<file path="config.mk">
export PLATFORM = sky130hd
export DESIGN_NAME = micro_tile_scanner_flat
export DESIGN_NICKNAME = d
export VERILOG_FILES = /design/src/rtl/micro_tile_scanner_if.sv /design/src/rtl/micro_tile_scanner.sv /design/src/flat_wrapper.sv
export SDC_FILE = /design/constraint.sdc
export NUM_CORES = 1
export LEC_CHECK = 0
export ABC_AREA = 1
export CORE_UTILIZATION = 38
export CTS_CLUSTER_DIAMETER = 60
export DETAILED_ROUTE_END_ITERATION = 12
export PLACE_DENSITY = 0.61
export SETUP_SLACK_MARGIN = 0.2
export SLEW_MARGIN = 20
export SYNTH_ARGS = -nofsm -noshare
export SYNTH_HDL_FRONTEND = slang
export SYNTH_SLANG_ARGS = --single-unit
</file>
<file path="constraint.sdc">
create_clock -name clk -period 3.9 [get_ports clk]
set_clock_uncertainty 0.2 [all_clocks]
set_input_delay 0.78 -clock clk [delete_from_list [all_inputs] [get_ports clk]]
set_output_delay 0.78 -clock clk [all_outputs]
set_load 0.05 [all_outputs]
</file>
<file path="src/rtl/micro_tile_scanner_if.sv">
// Host-side bundle between the tile self-test sequencer and the micro-tile
// container: scan control, tile select/reset/stimulus, tile response and the
// indexed signature read port.
interface micro_tile_scanner_if #(
    parameter int SEL_W = 2
);
    logic             start;
    logic             busy;
    logic             done;
    logic [SEL_W-1:0] sel;
    logic             tile_rst_n;
    logic [7:0]       tile_ui_in;
    logic [7:0]       tile_uo_out;
    logic [SEL_W-1:0] rd_idx;
    logic [15:0]      rd_sig;

    // The scanner drives select, reset and stimulus and owns the signatures
    modport master (
        input  start,
        input  tile_uo_out,
        input  rd_idx,
        output busy,
        output done,
        output sel,
        output tile_rst_n,
        output tile_ui_in,
        output rd_sig
    );

    // Host / container side of the same bundle
    modport slave (
        output start,
        output tile_uo_out,
        output rd_idx,
        input  busy,
        input  done,
        input  sel,
        input  tile_rst_n,
        input  tile_ui_in,
        input  rd_sig
    );
endinterface

</file>
<file path="src/rtl/micro_tile_scanner.sv">
// Self-test sequencer for the micro-tile container. On start it walks every
// tile: holds it in reset, then drives a counting stimulus while folding the
// tile's responses into a 16-bit MISR. One signature is kept per tile and is
// readable combinationally through an indexed port.
module micro_tile_scanner #(
    parameter int NUM_TILES    = 4,
    parameter int SEL_W        = 2,
    parameter int RESET_CYCLES = 4,
    parameter int RUN_CYCLES   = 16
) (
    input logic                 clk,
    input logic                 rst,
    micro_tile_scanner_if.master bus
);

    // One counter serves both the reset hold and the run phase, so it is
    // sized for whichever phase is longer.
    localparam int CNT_MAX = (RESET_CYCLES > RUN_CYCLES) ? RESET_CYCLES : RUN_CYCLES;
    localparam int CNT_W   = (CNT_MAX > 1) ? $clog2(CNT_MAX) : 1;

    localparam logic [CNT_W-1:0] RESET_LAST  = CNT_W'(RESET_CYCLES - 1);
    localparam logic [CNT_W-1:0] RUN_LAST    = CNT_W'(RUN_CYCLES - 1);
    localparam logic [SEL_W-1:0] LAST_TILE   = SEL_W'(NUM_TILES - 1);
    localparam logic [SEL_W:0]   TILE_COUNT  = (SEL_W + 1)'(NUM_TILES);
    localparam logic [15:0]      MISR_SEED   = 16'hFFFF;

    typedef enum logic [1:0] {
        ST_IDLE,
        ST_RESET,
        ST_RUN,
        ST_DONE
    } state_t;

    state_t           state, state_nx;
    logic [SEL_W-1:0] sel_q, sel_nx;
    logic             tile_rst_n_q, tile_rst_n_nx;
    logic [7:0]       tile_ui_in_q, tile_ui_in_nx;
    logic             busy_q, busy_nx;
    logic             done_q, done_nx;
    logic [CNT_W-1:0] cnt, cnt_nx;
    logic [15:0]      misr, misr_nx, misr_step;
    logic             sig_we;
    logic [15:0]      sig_mem [NUM_TILES];

    // Next-state and next-output decode; every output is registered, so this
    // block computes the value each register takes at the coming edge.
    always_comb begin
        state_nx      = state;
        sel_nx        = sel_q;
        tile_rst_n_nx = tile_rst_n_q;
        tile_ui_in_nx = tile_ui_in_q;
        busy_nx       = busy_q;
        done_nx       = 1'b0;
        cnt_nx        = cnt;
        misr_nx       = misr;
        sig_we        = 1'b0;
        misr_step     = {misr[14:0], misr[15] ^ misr[13] ^ misr[12] ^ misr[10]}
                        ^ {8'h00, bus.tile_uo_out};

        case (state)
            ST_IDLE: begin
                sel_nx        = '0;
                tile_rst_n_nx = 1'b0;
                tile_ui_in_nx = 8'h00;
                busy_nx       = 1'b0;
                if (bus.start) begin
                    state_nx = ST_RESET;
                    cnt_nx   = '0;
                    busy_nx  = 1'b1;
                end
            end

            ST_RESET: begin
                tile_rst_n_nx = 1'b0;
                tile_ui_in_nx = 8'h00;
                if (cnt == RESET_LAST) begin
                    state_nx      = ST_RUN;
                    cnt_nx        = '0;
                    misr_nx       = MISR_SEED;
                    tile_rst_n_nx = 1'b1;
                end else begin
                    cnt_nx = cnt + 1'b1;
                end
            end

            ST_RUN: begin
                misr_nx = misr_step;
                if (cnt == RUN_LAST) begin
                    sig_we        = 1'b1;
                    cnt_nx        = '0;
                    tile_rst_n_nx = 1'b0;
                    tile_ui_in_nx = 8'h00;
                    if (sel_q < LAST_TILE) begin
                        sel_nx   = sel_q + 1'b1;
                        state_nx = ST_RESET;
                    end else begin
                        state_nx = ST_DONE;
                        busy_nx  = 1'b0;
                        done_nx  = 1'b1;
                    end
                end else begin
                    cnt_nx        = cnt + 1'b1;
                    tile_ui_in_nx = 8'(cnt_nx);
                end
            end

            ST_DONE: begin
                state_nx      = ST_IDLE;
                sel_nx        = '0;
                tile_rst_n_nx = 1'b0;
                tile_ui_in_nx = 8'h00;
                busy_nx       = 1'b0;
            end

            default: begin
                state_nx = ST_IDLE;
            end
        endcase
    end

    // State, counter, MISR and output registers; reset returns to an idle,
    // quiescent host side with the MISR at its seed.
    always_ff @(posedge clk or posedge rst) begin
        if (rst) begin
            state        <= ST_IDLE;
            sel_q        <= '0;
            tile_rst_n_q <= 1'b0;
            tile_ui_in_q <= 8'h00;
            busy_q       <= 1'b0;
            done_q       <= 1'b0;
            cnt          <= '0;
            misr         <= MISR_SEED;
        end else begin
            state        <= state_nx;
            sel_q        <= sel_nx;
            tile_rst_n_q <= tile_rst_n_nx;
            tile_ui_in_q <= tile_ui_in_nx;
            busy_q       <= busy_nx;
            done_q       <= done_nx;
            cnt          <= cnt_nx;
            misr         <= misr_nx;
        end
    end

    // Signature store: a tile's entry is replaced only when its run completes.
    always_ff @(posedge clk or posedge rst) begin
        if (rst) begin
            for (int i = 0; i < NUM_TILES; i++) begin
                sig_mem[i] <= 16'h0000;
            end
        end else if (sig_we) begin
            sig_mem[sel_q] <= misr_nx;
        end
    end

    // Combinational read port; indices beyond the last tile read as zero.
    always_comb begin
        bus.rd_sig = 16'h0000;
        if ({1'b0, bus.rd_idx} < TILE_COUNT) begin
            bus.rd_sig = sig_mem[bus.rd_idx];
        end
    end

    assign bus.sel        = sel_q;
    assign bus.tile_rst_n = tile_rst_n_q;
    assign bus.tile_ui_in = tile_ui_in_q;
    assign bus.busy       = busy_q;
    assign bus.done       = done_q;

endmodule

</file>
<file path="src/flat_wrapper.sv">
// flat-port wrapper written by rule: the top's interface ports become plain ports
module micro_tile_scanner_flat 
#(
    parameter int NUM_TILES    = 4,
    parameter int SEL_W        = 2,
    parameter int RESET_CYCLES = 4,
    parameter int RUN_CYCLES   = 16
)
  (clk, rst, bus_start, bus_tile_uo_out, bus_rd_idx, bus_busy, bus_done, bus_sel, bus_tile_rst_n, bus_tile_ui_in, bus_rd_sig);
  micro_tile_scanner_if #(.SEL_W(SEL_W)) bus_i ();
  input logic clk;
  input logic rst;
  input wire logic [$bits(bus_i.start)-1:0] bus_start;
  input wire logic [$bits(bus_i.tile_uo_out)-1:0] bus_tile_uo_out;
  input wire logic [$bits(bus_i.rd_idx)-1:0] bus_rd_idx;
  output wire logic [$bits(bus_i.busy)-1:0] bus_busy;
  output wire logic [$bits(bus_i.done)-1:0] bus_done;
  output wire logic [$bits(bus_i.sel)-1:0] bus_sel;
  output wire logic [$bits(bus_i.tile_rst_n)-1:0] bus_tile_rst_n;
  output wire logic [$bits(bus_i.tile_ui_in)-1:0] bus_tile_ui_in;
  output wire logic [$bits(bus_i.rd_sig)-1:0] bus_rd_sig;
  assign bus_i.start = bus_start;
  assign bus_i.tile_uo_out = bus_tile_uo_out;
  assign bus_i.rd_idx = bus_rd_idx;
  assign bus_busy = bus_i.busy;
  assign bus_done = bus_i.done;
  assign bus_sel = bus_i.sel;
  assign bus_tile_rst_n = bus_i.tile_rst_n;
  assign bus_tile_ui_in = bus_i.tile_ui_in;
  assign bus_rd_sig = bus_i.rd_sig;
  micro_tile_scanner #(.NUM_TILES(NUM_TILES), .SEL_W(SEL_W), .RESET_CYCLES(RESET_CYCLES), .RUN_CYCLES(RUN_CYCLES)) u_core (.clk(clk), .rst(rst), .bus(bus_i));
endmodule
</file>
==> impl_metrics.env <==
export IMPL_syn_area_per_cell_um2=8.751
export IMPL_num_antenna_cells=0
export IMPL_grt_setup_unrepaired="false"
export IMPL_area_growth_syn_to_layout_pct=20.38
export IMPL_nets=563
export IMPL_clockRootBuffer="clkbuf_16"
export IMPL_max_cap_violations=0
export IMPL_antenna_left=0
export IMPL_drtIter0Drc=238
export IMPL_final_cell_mix="nand2_1, o21ai_0, dfrtp_1"
export IMPL_p_leak_uw=0.002349
export IMPL_htreeDepth=3
export IMPL_final_common_cell="nand2_1"
export IMPL_synth_edf_count=0
export IMPL_firstDrtPassIters=5
export IMPL_cts_buffer_depth=2
export IMPL_r2r_slack_ns=1.09
export IMPL_gp_congestion=0.8565
export IMPL_postCtsResizedCells=0
export IMPL_grt_pass1_wl_um=17600
export IMPL_cp_end_kind="primary output"
export IMPL_drv_slew=0
export IMPL_die_area_um2=12180
export IMPL_post_cts_buffers=0
export IMPL_std_cell_rows=39
export IMPL_slew_headroom=0.5262
export IMPL_cts_hold_buf=0
export IMPL_critPathMaxFanout=16
export IMPL_synth_cell_type_count=34
export IMPL_cp_required_ns=2.92
export IMPL_die_w_um=110.4
export IMPL_drc_errors=0
export IMPL_die_h_um=110.4
export IMPL_synth_seq_area_share=0.5371
export IMPL_dp_hpwl_um=6833
export IMPL_yosysTopAreaCell="dfrtp_1"
export IMPL_fin_crit_sh=0.8323
export IMPL_critPathKind="in -> out"
export IMPL_critPathBufInv=3
export IMPL_synth_top_area_share=0.4429
export IMPL_power_density_nw_per_um2=557.7
export IMPL_ys_ff_latch=95
export IMPL_placedCellCount=672
export IMPL_crit_family="buffers and inverters"
export IMPL_globalRouteOverflowTotal=0
export IMPL_synth_flop_cell="dfrtp_1"
export IMPL_cts_made_buffers=9
export IMPL_final_cells=688
export IMPL_timing_setup_tns_ns=0
export IMPL_grt_max_degree=68
export IMPL_peakVddDrop_uv=528.5
export IMPL_antenna_found_initial=0
export IMPL_grtUsageTotal=0.1914
export IMPL_core_area_um2=11420
export IMPL_async_flop_share=1.000
export IMPL_viasPerCell=5.281
export IMPL_tightest_slew_ns=0.7086
export IMPL_n_fill_cell=1136
export IMPL_post_drt_wl_per_cell_um=15.32
export IMPL_netlist_area_um2=4463
export IMPL_hold_violations=0
export IMPL_cts_tree="done"
export IMPL_startpoint_type="input pin"
export IMPL_min_period_ns=3.246
export IMPL_arrival_ns=2.27
export IMPL_path_clk_slew_ns=0.07
export IMPL_layout_drive_gt1_share=0.1211
export IMPL_clock_fmax_ghz=0.3081
export IMPL_ys_warnings_count=0
export IMPL_grt_pass1_vias=3431
export IMPL_path_cells="clkdlybuf4s50_1 > inv_1 > o21ai_0 > o22ai_1 > buf_12"
export IMPL_slowest_stage="clkdlybuf4s50_1"
export IMPL_syn_inst=510
export IMPL_port_buffers=37
export IMPL_hp_class="reg -> reg"
export IMPL_cts_sinks=95
export IMPL_ys_top_cells_by_area="dfrtp_1, dfstp_2, o21ai_0, nand2_1, nor2_1"
export IMPL_wl_um=10540
export IMPL_clk_latency_ns=0.34
export IMPL_initial_core_util=0.3909
export IMPL_vias=3633
export IMPL_status="completed"
export IMPL_pin_count=42
export IMPL_finalSetupViolCount=0
export IMPL_critPathMaxStageDelay_ns=0.42
export IMPL_design_power_total_uw=2996
==> through the flow <==
| stage | worst slack (ns) | area [µm²] | util | hold WS [ns] |
|---|---|---|---|---|
| floorplan | 0.4695 | 4474 | - | 0.2437 |
| global placement | 0.6850 | 5087 | 0.4455 | 0.2610 |
| detailed placement | 0.6198 | 5087 | 0.4455 | 0.2612 |
| CTS | 0.6326 | 5373 | 0.4705 | 0.2794 |
| global route | 0.5134 | 5373 | 0.4705 | 0.3049 |
| finish | 0.6539 | 5373 | 0.4705 | 0.2758 |
==> area by class of cell <==
cell class	count	area [µm²]	share of cell area
inverters	43	162.7	0.03027
flip-flops and latches	95	2397	0.4462
clock buffers	11	252.7	0.04704
repair buffers	42	580.6	0.1081
well taps	143	178.9	0.03330
clock inverters	5	32.53	0.006055
multi-input cells	349	1768	0.3291
==> flip-flops by register name, summed over array words and instances, names as in the netlist <==
signal                 flops
u_core.cnt                 4
u_core.misr               16
u_core.state               2
u_core.bus.sel             2
u_core.bus.busy            1
u_core.bus.done            1
u_core.sig_mem            64
u_core.bus.tile_rst_n      1
u_core.bus.tile_ui_in      4
==> synthesized netlist by cell type, types with 2 or more instances <==
cell,n
xnor2_1,9
inv_2,5
a22oi_1,8
nand4_1,2
buf_2,3
a31oi_1,24
dfrtp_1,79
ha_1,10
inv_1,38
nor2_4,2
nand2_1,97
nand3_1,11
buf_4,8
clkbuf_1,12
nand2_2,3
buf_6,2
o22ai_1,16
dfstp_2,16
nor2_1,65
o21ai_0,82
a21oi_1,5
==> layer usage <==
| layer | routed length, µm | vias to the layer above | global-route usage |
|---|---|---|---|
| met5 | 0 | - | 0 |
| met4 | 131 | 0 | 0.06485 |
| met3 | 682 | 13 | 0.04233 |
| met2 | 4771 | 109 | 0.2866 |
| met1 | 4956 | 1750 | 0.2734 |
| li1 | - | 1761 | - |
==> worst paths after layout <==
check / startpoint / to / cells after the start
setup reg to reg: u_core.state[0] / u_core.sig_mem[59] / 7
hold reg to reg: u_core.sig_mem[32] / u_core.sig_mem[32] / 2
min in group asynchronous: rst / u_core.sig_mem[8] / 2
hold / removal: u_core.sig_mem[32] / u_core.sig_mem[32] / 2
max in group asynchronous: rst / u_core.misr[14] / 3
setup / recovery: bus_rd_idx[1] / bus_rd_sig[0] / 5
==> worst register-to-register path: stages, from the launching register on <==
cell     delay, ns
dfrtp_1       0.38
inv_1         0.11
ha_1          0.75
inv_1         0.18
nor2_1        0.16
inv_1         0.24
a22oi_1       0.50
o21ai_0       0.14
==> kinds of logic (layout without fill, tap and decap cells) <==
kind of cell,after synthesis,count (layout),share of synthesized area
AND/OR/NAND/NOR,182,182,0.1640
AO/OA/AOI/OAI,143,143,0.1811
flip-flops,95,95,0.5371
buffers and inverters,69,101,0.06924
adder cells (fa/ha/maj),10,10,0.02803
XOR/XNOR,10,10,0.01963
other,1,4,0.0008402
==> where the power goes <==
group | leakage [µW] | internal (µW) | total [µW] | switching, µW
combinational | 0.00111 | 288 | 991 | 703
clock | 0.000145 | 466 | 843 | 376
sequential | 0.00109 | 1100 | 1160 | 60.9
total | 0.00235 | 1860 | 3000 | 1140
(Power assumes the default switching activity.)
